<file path="src/rtl/fifo_sc_ram.sv">
// Single-clock first-word-fall-through FIFO on an inferred dual-port RAM.
// Define FIFO_SC_ERR_EN to add the sticky ovf/unf error outputs.
module fifo_sc_ram #(
  parameter int DATAWIDTH    = 18,
  parameter int ADDRWIDTH    = 5,
  parameter int AFULL_LEVEL  = 28,
  parameter int AEMPTY_LEVEL = 2
) (
  input  logic                 clk,
  input  logic                 reset_l,
  input  logic [DATAWIDTH-1:0] wr_data,
  input  logic                 we,
  output logic                 full,
  output logic                 afull,
  output logic [DATAWIDTH-1:0] rd_data,
  input  logic                 re,
  output logic                 ne,
  output logic                 aempty,
`ifdef FIFO_SC_ERR_EN
  output logic                 ovf,
  output logic                 unf,
`endif
  output logic [ADDRWIDTH:0]   count
);

  localparam int DEPTH = 2 ** ADDRWIDTH;
  localparam logic [ADDRWIDTH:0] CAP = DEPTH[ADDRWIDTH:0];
  localparam logic [ADDRWIDTH:0] AF  = AFULL_LEVEL[ADDRWIDTH:0];
  localparam logic [ADDRWIDTH:0] AE  = AEMPTY_LEVEL[ADDRWIDTH:0];

  logic [DATAWIDTH-1:0] mem [DEPTH];
  logic [ADDRWIDTH-1:0] wr_ptr;
  logic [ADDRWIDTH-1:0] rd_ptr;
  logic [ADDRWIDTH:0]   ram_cnt;
  logic [ADDRWIDTH:0]   cnt_nxt;
  logic                 push;
  logic                 pop;
  logic                 load;

  assign push = we && !full;
  assign pop  = re && ne;

  // Words still in the RAM, i.e. not yet in the output register.
  assign ram_cnt = count - {{ADDRWIDTH{1'b0}}, ne};
  // The refill only reads words that were written on an earlier edge, so
  // the read address never collides with this edge's write address.
  assign load    = (ram_cnt != '0) && (!ne || pop);
  assign cnt_nxt = count
                 + {{ADDRWIDTH{1'b0}}, push}
                 - {{ADDRWIDTH{1'b0}}, pop};

  always_ff @(posedge clk) begin
    if (reset_l && push) begin
      mem[wr_ptr] <= wr_data;
    end
  end

  always_ff @(posedge clk) begin
    if (!reset_l) begin
      wr_ptr  <= '0;
      rd_ptr  <= '0;
      rd_data <= '0;
      ne      <= 1'b0;
      count   <= '0;
      full    <= 1'b0;
      afull   <= 1'b0;
      aempty  <= 1'b1;
    end else begin
      if (push) begin
        wr_ptr <= wr_ptr + 1'b1;
      end
      if (load) begin
        rd_data <= mem[rd_ptr];
        rd_ptr  <= rd_ptr + 1'b1;
      end
      ne     <= load || (ne && !pop);
      count  <= cnt_nxt;
      full   <= (cnt_nxt == CAP);
      afull  <= (cnt_nxt >= AF);
      aempty <= (cnt_nxt <= AE);
    end
  end

`ifdef FIFO_SC_ERR_EN
  // A read issued together with a write into an empty FIFO is not an underflow.
  always_ff @(posedge clk) begin
    if (!reset_l) begin
      ovf <= 1'b0;
      unf <= 1'b0;
    end else begin
      if (we && full) begin
        ovf <= 1'b1;
      end
      if (re && !ne && !we) begin
        unf <= 1'b1;
      end
    end
  end
`endif

endmodule
</file>
<file path="config.mk">
export PLATFORM = sky130hd
export DESIGN_NAME = fifo_sc_ram
export DESIGN_NICKNAME = d
export VERILOG_FILES = /design/src/rtl/fifo_sc_ram.sv
export SDC_FILE = /design/constraint.sdc
export NUM_CORES = 1
export LEC_CHECK = 0
export BUFFER_PORTS_ARGS = -buffer_cell sky130_fd_sc_hd__buf_2
export CAP_MARGIN = 15
export CORE_UTILIZATION = 43
export CTS_BUF_LIST = sky130_fd_sc_hd__clkbuf_4
export DETAILED_ROUTE_END_ITERATION = 7
export PLACE_DENSITY = 0.64
export SLEW_MARGIN = 20
export SYNTH_ARGS = -nofsm -noshare
export SYNTH_HDL_FRONTEND = slang
export SYNTH_SLANG_ARGS = --single-unit
export TNS_END_PERCENT = 100
</file>
<file path="constraint.sdc">
create_clock -name clk -period 7.46 [get_ports clk]
set_input_delay 0.746 -clock clk [delete_from_list [all_inputs] [get_ports clk]]
set_output_delay 0.746 -clock clk [all_outputs]
set_load 0.05 [all_outputs]
</file>
==> results of run 1 <==
final timing paths:
| check | slack (ns) | start | to | depth (start not counted) |
|---|---|---|---|---|
| worst max register to register | 4.15 | full | mem[13][13] | 3 |
| worst min register to register | 0.46 | rd_data[10] | rd_data[10] | 1 |
| worst min-delay path | 0.22 | reset_l | rd_ptr[4] | 3 |
| worst max-delay path | 4.15 | full | mem[13][13] | 3 |
power breakdown:
group	internal, mW	switching (mW)
combinational	0.576	0.798
clock	1.48	1.27
sequential	3.85	0.136
critical path, stage by stage (launching register included):
cell and delay (ns):
dfxtp_1 0.31, nor2b_1 0.76, nand3_1 0.78, nor2_2 1.05
metrics by stage:
step | std cells | setup slack (ns) | cell area [um2] | util (%) | total power, mW
3_5_place_dp | 1875 | 3.62 | 24700 | 45.6 | 5.44
2_1_floorplan | 1182 | 4.43 | 23700 | - | 5.10
5_1_grt | 2136 | 3.97 | 26600 | 49.2 | 8.45
3_3_place_gp | 1875 | 3.68 | 24700 | 45.6 | 5.42
6_report | 2136 | 4.15 | 26600 | 49.2 | 8.11
4_1_cts | 2134 | 4.15 | 26600 | 49.1 | 8.20
registers in the layout, indices dropped and copies added, names as in the netlist:
name     cells
aempty       1
afull        1
count        6
full         1
mem        576
ne           1
rd_data     18
rd_ptr       5
wr_ptr       5
logic make-up after synthesis:
kind of cell	synth area share (%)
AOI/OAI and AO/OA	4.46
muxes	14.1
and+or+nand+nor	2.31
buffers and inverters	1.80
DFF	76.2
adders and majority gates	0.876
xor gates and xnor gates	0.295
routing by layer:
| layer | vias to the layer above | GRT usage [%] | wire, um |
|---|---|---|---|
| met5 | - | 0 | 0 |
| met4 | 0 | 9.92 | 1510 |
| met3 | 75 | 4.39 | 3560 |
| met2 | 480 | 27.8 | 24100 |
| met1 | 6296 | 27.4 | 23300 |
| li1 | 5273 | - | - |
cells in the mapped netlist (2+ instances only):
library cell / n / area (um2)
edfxtp_1: 576 / 17300
mux4_2: 109 / 2450
mux2i_1: 89 / 891
nor2_1: 47 / 176
a21oi_1: 45 / 225
dfxtp_1: 38 / 761
o221ai_1: 35 / 307
clkbuf_1: 30 / 113
nand2_1: 27 / 101
a22oi_1: 18 / 135
a32o_1: 18 / 180
buf_4: 17 / 128
ha_1: 15 / 188
inv_1: 15 / 56.3
buf_2: 11 / 55.1
o21ai_0: 11 / 55.1
nand3_1: 9 / 45.0
o21ai_1: 8 / 40.0
nand3b_1: 6 / 45.0
buf_6: 5 / 56.3
nand2b_1: 5 / 31.3
xnor2_1: 4 / 35.0
xor2_1: 4 / 35.0
nor2b_1: 3 / 18.8
nor3_1: 3 / 15.0
and2_1: 2 / 12.5
buf_1: 2 / 7.51
clkinv_1: 2 / 7.51
nand4_1: 2 / 12.5
o2111ai_1: 2 / 17.5
o21bai_1: 2 / 15.0
o31ai_1: 2 / 15.0
or3_1: 2 / 12.5
or4_1: 2 / 15.0
cell type report:
cell class | instances | area [um2] | share of cell area [%]
diodes | 1 | 2.50 | 0.00940
clock buffers | 219 | 1640 | 6.18
clock inverters | 39 | 259 | 0.973
inverters | 18 | 67.6 | 0.254
multi-input cells | 485 | 5340 | 20.0
flip-flops and latches | 614 | 18100 | 67.9
well taps | 696 | 871 | 3.27
repair buffers | 64 | 377 | 1.41
==> results.ini, run 1 <==
[drt]
dr.pass1.iters=5
drc=0
avgViaCountPerCell=5.68
ant_nets=0
vias=12100
routed_wl_mm=52.5
drt_iter0_drc=931
drt-wirelength-per-cell_um=24.6

[place]
portBuffers=49
place_congestion=0.857
dp_hpwl_mm=29.7

[timing]
slew_headroom_pct=26.8
hold_viol_final=0
period_needed_ns=3.31
final-max-slew-violation-count=0
fmax_mhz=302
hold_ws_ns=0.220
setup_tns_ns=0
period_share_pct=44.3
setup_viol=0
fin_skew_ns=0.0559
rsz0062_at_grt=no
worst_pin_slew_ns=1.10

[global_route]
grt_max_degree=115
grt_pass1_wl_mm=76.9
antenna_found_initial=1
grt_pass1_vias=12000
grt.total_usage_pct=19.2
grt_overflow=0

[clock_tree]
post_cts_buffers=0
hold_buffers=1
path_clk_slew_ns=0.06
cts_tree=done
cts_sinks=614
cts_made_buffers=152
cts_resized=0
cts.htree.levels=4
clock_path_buffers=3
cts-root-buf=clkbuf_4
clkLatencyLatePin_ns=0.97

[final_layout]
drive_above_1_share_pct=31.1
layout.cells.most_common=edfxtp_1
layout_common_cells=edfxtp_1 (576), clkbuf_4 (219), mux4_2 (109)
nets=1373
areaGrowthSynthToFinish_pct=12.3
fillers=4401

[floorplanning]
die_w_um=237
die_h_um=237
start_util_pct=43.8
io_pins=50
coreArea_um2=54100
die-area_um2=56100
rows=85

[critical_path]
endpoint_kind=register
startpoint_type=register
path_class=reg -> reg
critPathRequiredTime_ns=8.01
critPathMaxFanout=18
arrival_ns=3.85

[logic_synthesis]
synth-edff-count=576
synth_cell_types=50
seq_area_frac_synth_pct=76.2
postSynthAreaPerCell_um2=20.1
synthesis.area_um2=23700
ys_ff_latch=614
synthCells=1182
ys_warn_count=0
synth-main-ff-cell=edfxtp_1
synth-async-reset-ratio_pct=0
syn_nets=1220

[pwr]
cellLeakagePower_nw=8.49
powerDensity_nw_per_um2=305
peakVddDrop_uv=204

[run]
max_cap_viol_count=0

[worst_hold_path]
hp-class=in -> reg

[status]
status=complete, no violations

Note: power is estimated with default switching activity, not from simulation.
==> run 2, diff against run 1 <==
clock period = 3.09 ns   (was 7.46 ns; I/O delays follow)
==> run 2 against run 1 <==
Effect of this change: sequential cell count did not move; global-route usage rose by 0.94 points; hold slack got worse by 0.17 ns; non-clock buffer count rose by 58; first-iteration DRC count rose by 18%; largest cell class unchanged.
==> results.ini, run 2 (synthesis results as in run 1) <==
[status]
status=complete, no violations

[global_route]
grt.total_usage_pct=20.2  ; +0.94 points
antenna_found_initial=2  ; +1
grt_pass1_vias=12700  ; +5.8%
grt_overflow=0  ; unchanged
grt_pass1_wl_mm=81.7  ; +6.3%
grt_max_degree=59  ; -49%

[run]
max_cap_viol_count=0  ; unchanged

[critical_path]
critPathMaxFanout=3  ; -15
arrival_ns=3.21  ; -0.64 ns
critPathRequiredTime_ns=3.84  ; -4.17 ns
path_class=reg -> reg
startpoint_type=register
endpoint_kind=register

[place]
portBuffers=49  ; unchanged
place_congestion=0.830  ; -3.2%
dp_hpwl_mm=31.5  ; +6.0%

[floorplanning]
die-area_um2=56100  ; unchanged
rows=85  ; unchanged
die_w_um=237  ; unchanged
io_pins=50  ; unchanged
coreArea_um2=54100  ; unchanged
start_util_pct=43.8  ; unchanged
die_h_um=237  ; unchanged

[final_layout]
nets=1429  ; +4.1%
drive_above_1_share_pct=32.7  ; +1.6 points
areaGrowthSynthToFinish_pct=14.4
layout.cells.most_common=edfxtp_1
fillers=4434  ; +0.75%
largest_reg_flops=576  ; unchanged
top_register=mem
reg_top3=mem: 576 flops, rd_data: 18 flops, count: 6 flops
layout_common_cells=edfxtp_1 (576), clkbuf_4 (219), mux4_2 (109)

[timing]
rsz0062_at_grt=no
period_needed_ns=2.47  ; -0.841 ns
setup_viol=0  ; unchanged
final-max-slew-violation-count=0  ; unchanged
slew_headroom_pct=45.0  ; +18 points
fin_skew_ns=0.0393  ; -0.0166 ns
period_share_pct=79.8  ; +35 points
setup_tns_ns=0  ; unchanged
hold_viol_final=0  ; unchanged
worst_pin_slew_ns=0.825  ; -0.272 ns
fmax_mhz=406  ; +34%

[clock_tree]
cts_made_buffers=150  ; -1.3%
hold_buffers=12  ; +11
cts_sinks=614  ; unchanged
cts_resized=0  ; unchanged
cts-root-buf=clkbuf_4
clock_path_buffers=3  ; unchanged
clkLatencyLatePin_ns=0.86  ; -0.11 ns
post_cts_buffers=0  ; unchanged
cts_tree=done
cts.htree.levels=4  ; unchanged
path_clk_slew_ns=0.07  ; about the same

[drt]
drt_iter0_drc=1100  ; +18%
dr.pass1.iters=4  ; -1
ant_nets=0  ; unchanged
drc=0  ; unchanged
vias=12300  ; +1.7%
drt-wirelength-per-cell_um=25.2  ; +2.4%
avgViaCountPerCell=5.61  ; -1.1%
routed_wl_mm=55.3  ; +5.3%

[pwr]
cellLeakagePower_nw=8.79  ; +3.5%
power_mw=19.7  ; +140%
peakVddDrop_uv=417  ; +100%
powerDensity_nw_per_um2=727  ; +140%

[worst_hold_path]
hp-class=in -> reg

-- run 2: changes by cell type in the layout (fill, tap and decap cells not counted), sizes merged --
cell / before / now
buf: 63 / 110
bufinv: 4 / 3
clkinv: 33 / 34
clkinvlp: 0 / 1
dlygate4sd3: 1 / 12
inv: 20 / 21
-- run 2: cell type report --
cell class              instances  area, um2  share of cell area (%)
flip-flops and latches        614      18100                    66.6
multi-input cells             485       5310                    19.6
clock buffers                 219       1640                    6.06
repair buffers                122        923                    3.40
well taps                     696        871                    3.21
clock inverters                41        238                   0.876
inverters                      18       67.6                   0.249
diodes                          1       2.50                 0.00923
-- run 2: power by group --
group / switching [mW] / internal [mW] / total, mW
clock network: 3.05 / 3.49 / 6.54
registers: 0.292 / 9.30 / 9.59
logic: 2.12 / 1.49 / 3.60
total: 5.46 / 14.3 / 19.7
-- run 2: through the flow --
step	setup WS (ns)	std cells	area, um2	hold WS, ns	util [%]
after floorplan	0.291	1182	23700	0.408	-
after global placement	0.593	1923	25100	0.445	46.4
after detailed placement	0.572	1923	25100	0.457	46.4
after CTS	0.651	2195	27100	0.000992	50.1
after global routing	0.302	2196	27100	0.0194	50.1
final	0.624	2196	27100	0.0473	50.1
-- run 2: worst max-delay path, cell delays in order, from the launching register on --
cell      delay (ns)
dfxtp_1         0.32
nor2b_1         0.15
inv_1           0.06
ha_1            0.28
inv_1           0.06
ha_1            0.15
inv_1           0.06
fa_1            0.42
o21bai_1        0.15
a21oi_1         0.10
xnor2_1         0.24
nand3_1         0.13
nor4b_1         0.26
-- run 2: final timing paths --
check | end | slack [ns] | cells after the start | startpoint
setup / recovery | full | 0.62 | 12 | full
hold / removal | mem[14][8] | 0.05 | 1 | wr_data[8]
setup reg to reg | full | 0.62 | 12 | full
hold reg to reg | rd_data[8] | 0.47 | 1 | rd_data[8]
-- run 2: metal layers --
layer  part of all wire, %  track usage [%]  vias up
met4                   3.4             9.13        2
met5                 0.014                0        -
met2                    48             31.4      461
li1                      -                -     5395
met1                    43             27.8     6368
met3                   6.0             3.73      102
==> run 3, diff against run 2 <==
PLACE_DENSITY = 0.66   (was 0.64)
clock period = 2.2 ns   (was 3.09 ns; I/O delays follow)
==> run 3 against run 2 <==
Effect of this change: the run now ends with negative setup slack left; first-iteration DRC count shrank 0.18%; power grew 46%; clock-buffer cell count shrank 1; cell count grew 3.4%; sequential cell count is the same; fmax grew 11%; die area is the same; critical path type unchanged; largest power group unchanged.
==> results.ini, run 3 (synthesis results as in run 1) <==
[final_layout]
layout.cells.most_common=edfxtp_1
final_cell_area_um2=28400  ; +4.6%
layout_common_cells=edfxtp_1 (576), clkbuf_4 (218), mux4_2 (109)
top_register=mem
areaGrowthSynthToFinish_pct=19.6
reg_top3=mem: 576 flops, rd_data: 18 flops, count: 6 flops
fin_util_pct=52.4  ; +2.3 points
drive_above_1_share_pct=37.4  ; +4.7 points
fillers=4256  ; -4.0%
largest_reg_flops=576  ; unchanged
nets=1497  ; +4.8%

[critical_path]
path_class=reg -> reg
critPathRequiredTime_ns=2.96  ; -0.88 ns
endpoint_kind=register
startpoint_type=register
arrival_ns=2.99  ; -0.22 ns
critPathMaxFanout=2  ; -1

[clock_tree]
path_clk_slew_ns=0.08  ; about the same
cts.htree.levels=4  ; unchanged
cts_made_buffers=148  ; -1.3%
clkLatencyLatePin_ns=0.87  ; about the same
cts_tree=done
clock_path_buffers=3  ; unchanged
cts_sinks=614  ; unchanged
cts-root-buf=clkbuf_4

[timing]
slew_headroom_pct=44.9  ; -0.092 points
worst_pin_slew_ns=0.825  ; -0.000314 ns
hold_viol_final=0  ; unchanged
period_needed_ns=2.22  ; -0.243 ns
period_share_pct=101  ; +21 points
final-max-slew-violation-count=0  ; unchanged
setup_viol=3  ; +3
fin_skew_ns=0.0479  ; +0.00859 ns
hold_ws_ns=0.363  ; +0.315 ns
fmax_mhz=450  ; +11%
setup_slack_ns=-0.0225  ; -0.647 ns
rsz0062_at_grt=yes

[pwr]
peakVddDrop_uv=933  ; +120%
powerDensity_nw_per_um2=1010  ; +39%
cellLeakagePower_nw=9.31  ; +6.0%

[place]
dp_hpwl_mm=32.2  ; +2.1%
dpl_cell_area_um2=25900  ; +3.3%
place_congestion=0.789  ; -5.0%
post-place-ws_ns=-0.219  ; -0.791 ns
portBuffers=49  ; unchanged

[drt]
drt-wirelength-per-cell_um=24.7  ; -1.9%
dr.pass1.iters=6  ; +2
ant_nets=0  ; unchanged
drc=0  ; unchanged
vias=12800  ; +3.7%
routed_wl_mm=56.1  ; +1.4%
drt_iter0_drc=1098  ; -0.18%
avgViaCountPerCell=5.63  ; +0.24%

[global_route]
grtUsageMet3_pct=4.16  ; +0.43 points
grt_max_degree=53  ; -10%
grt_busiest_layer=met2
antenna_found_initial=1  ; -1
grt_overflow=0  ; unchanged
globalRouteMet2Util_pct=32.4  ; +1.1 points
grt_pass1_wl_mm=83.1  ; +1.6%
grt_pass1_vias=13200  ; +4.3%
grt.total_usage_pct=20.4  ; +0.23 points
use_met1_pct=28.3  ; +0.50 points

[status]
violations=negative setup slack
status=complete, but fails checks

[floorplanning]
coreArea_um2=54100  ; unchanged
start_util_pct=43.8  ; unchanged
die_h_um=237  ; unchanged
die-area_um2=56100  ; unchanged
rows=85  ; unchanged
io_pins=50  ; unchanged
die_w_um=237  ; unchanged

[run]
max_cap_viol_count=0  ; unchanged

[worst_hold_path]
hp-class=in -> reg

run 3: cell types whose count changed in the layout (fill, tap and decap cells not counted), moves of 6 or more:
cell	before	now
buf_4	53	72
buf_12	8	39
inv_2	6	12
dlygate4sd3_1	12	22
dfxtp_1	35	29
run 3: timing repair:
| action | 4_1_cts | 5_1_grt |
|---|---|---|
| cloned | 0 | 2 |
| endpoints found under the hold margin | 594 | 0 |
| pin swaps | 5 | 8 |
| buffers inserted | 0 | 5 |
| endpoints found under the setup margin | 11 | 23 |
| resized for setup | 14 | 32 |
| hold buffers | 22 | 0 |
run 3: final cells by class:
cell class | instances | area [um2] | area share [%]
inverters | 18 | 67.6 | 0.238
diodes | 1 | 2.50 | 0.00882
clock buffers | 218 | 1640 | 5.77
multi-input cells | 485 | 5500 | 19.4
clock inverters | 47 | 259 | 0.913
repair buffers | 192 | 1960 | 6.92
flip-flops and latches | 614 | 18100 | 63.7
well taps | 696 | 871 | 3.07
run 3: path summary, 6_finish.rpt:
kind         cells after the start          end   startpoint  slack, ns
max                             12       aempty         full      -0.02
min                              4    rd_ptr[4]      reset_l       0.36
max reg2reg                     12       aempty         full      -0.02
min reg2reg                      1  rd_data[12]  rd_data[12]       0.47
run 3: worst max-delay path, stage by stage, from the launching register on:
cell and delay, ns:
dfxtp_4 0.36, nor2b_4 0.12, inv_2 0.05, ha_4 0.20, inv_2 0.06, ha_4 0.12, inv_2 0.03, fa_2 0.33
o21bai_1 0.13, a21oi_1 0.09, xnor2_1 0.21, nand3_1 0.16, a221oi_2 0.27
run 3: metal layers:
layer  vias to the layer above  share of wire [%]
met2                       523                 48
met5                         -                  0
met3                        61                7.6
met4                         0                1.7
met1                      6648                 42
li1                       5547                  -
run 3: through the flow:
stage                     setup TNS, ns  std cells  power [mW]
after CTS                      -0.00407       2263        28.7
final                           -0.0450       2271        28.8
after global placement           -0.548       1976        19.3
after global routing             -0.463       2271        30.0
after floorplan                  -0.326       1182        17.3
after detailed placement         -0.782       1976        19.4
run 3: power by group:
part           internal (mW)  leakage, nW  switching (mW)
sequential              13.1         5.50           0.256
clock                   4.90         1.14            4.32
combinational           2.82         2.67            3.40
total                   20.8         9.31            7.98
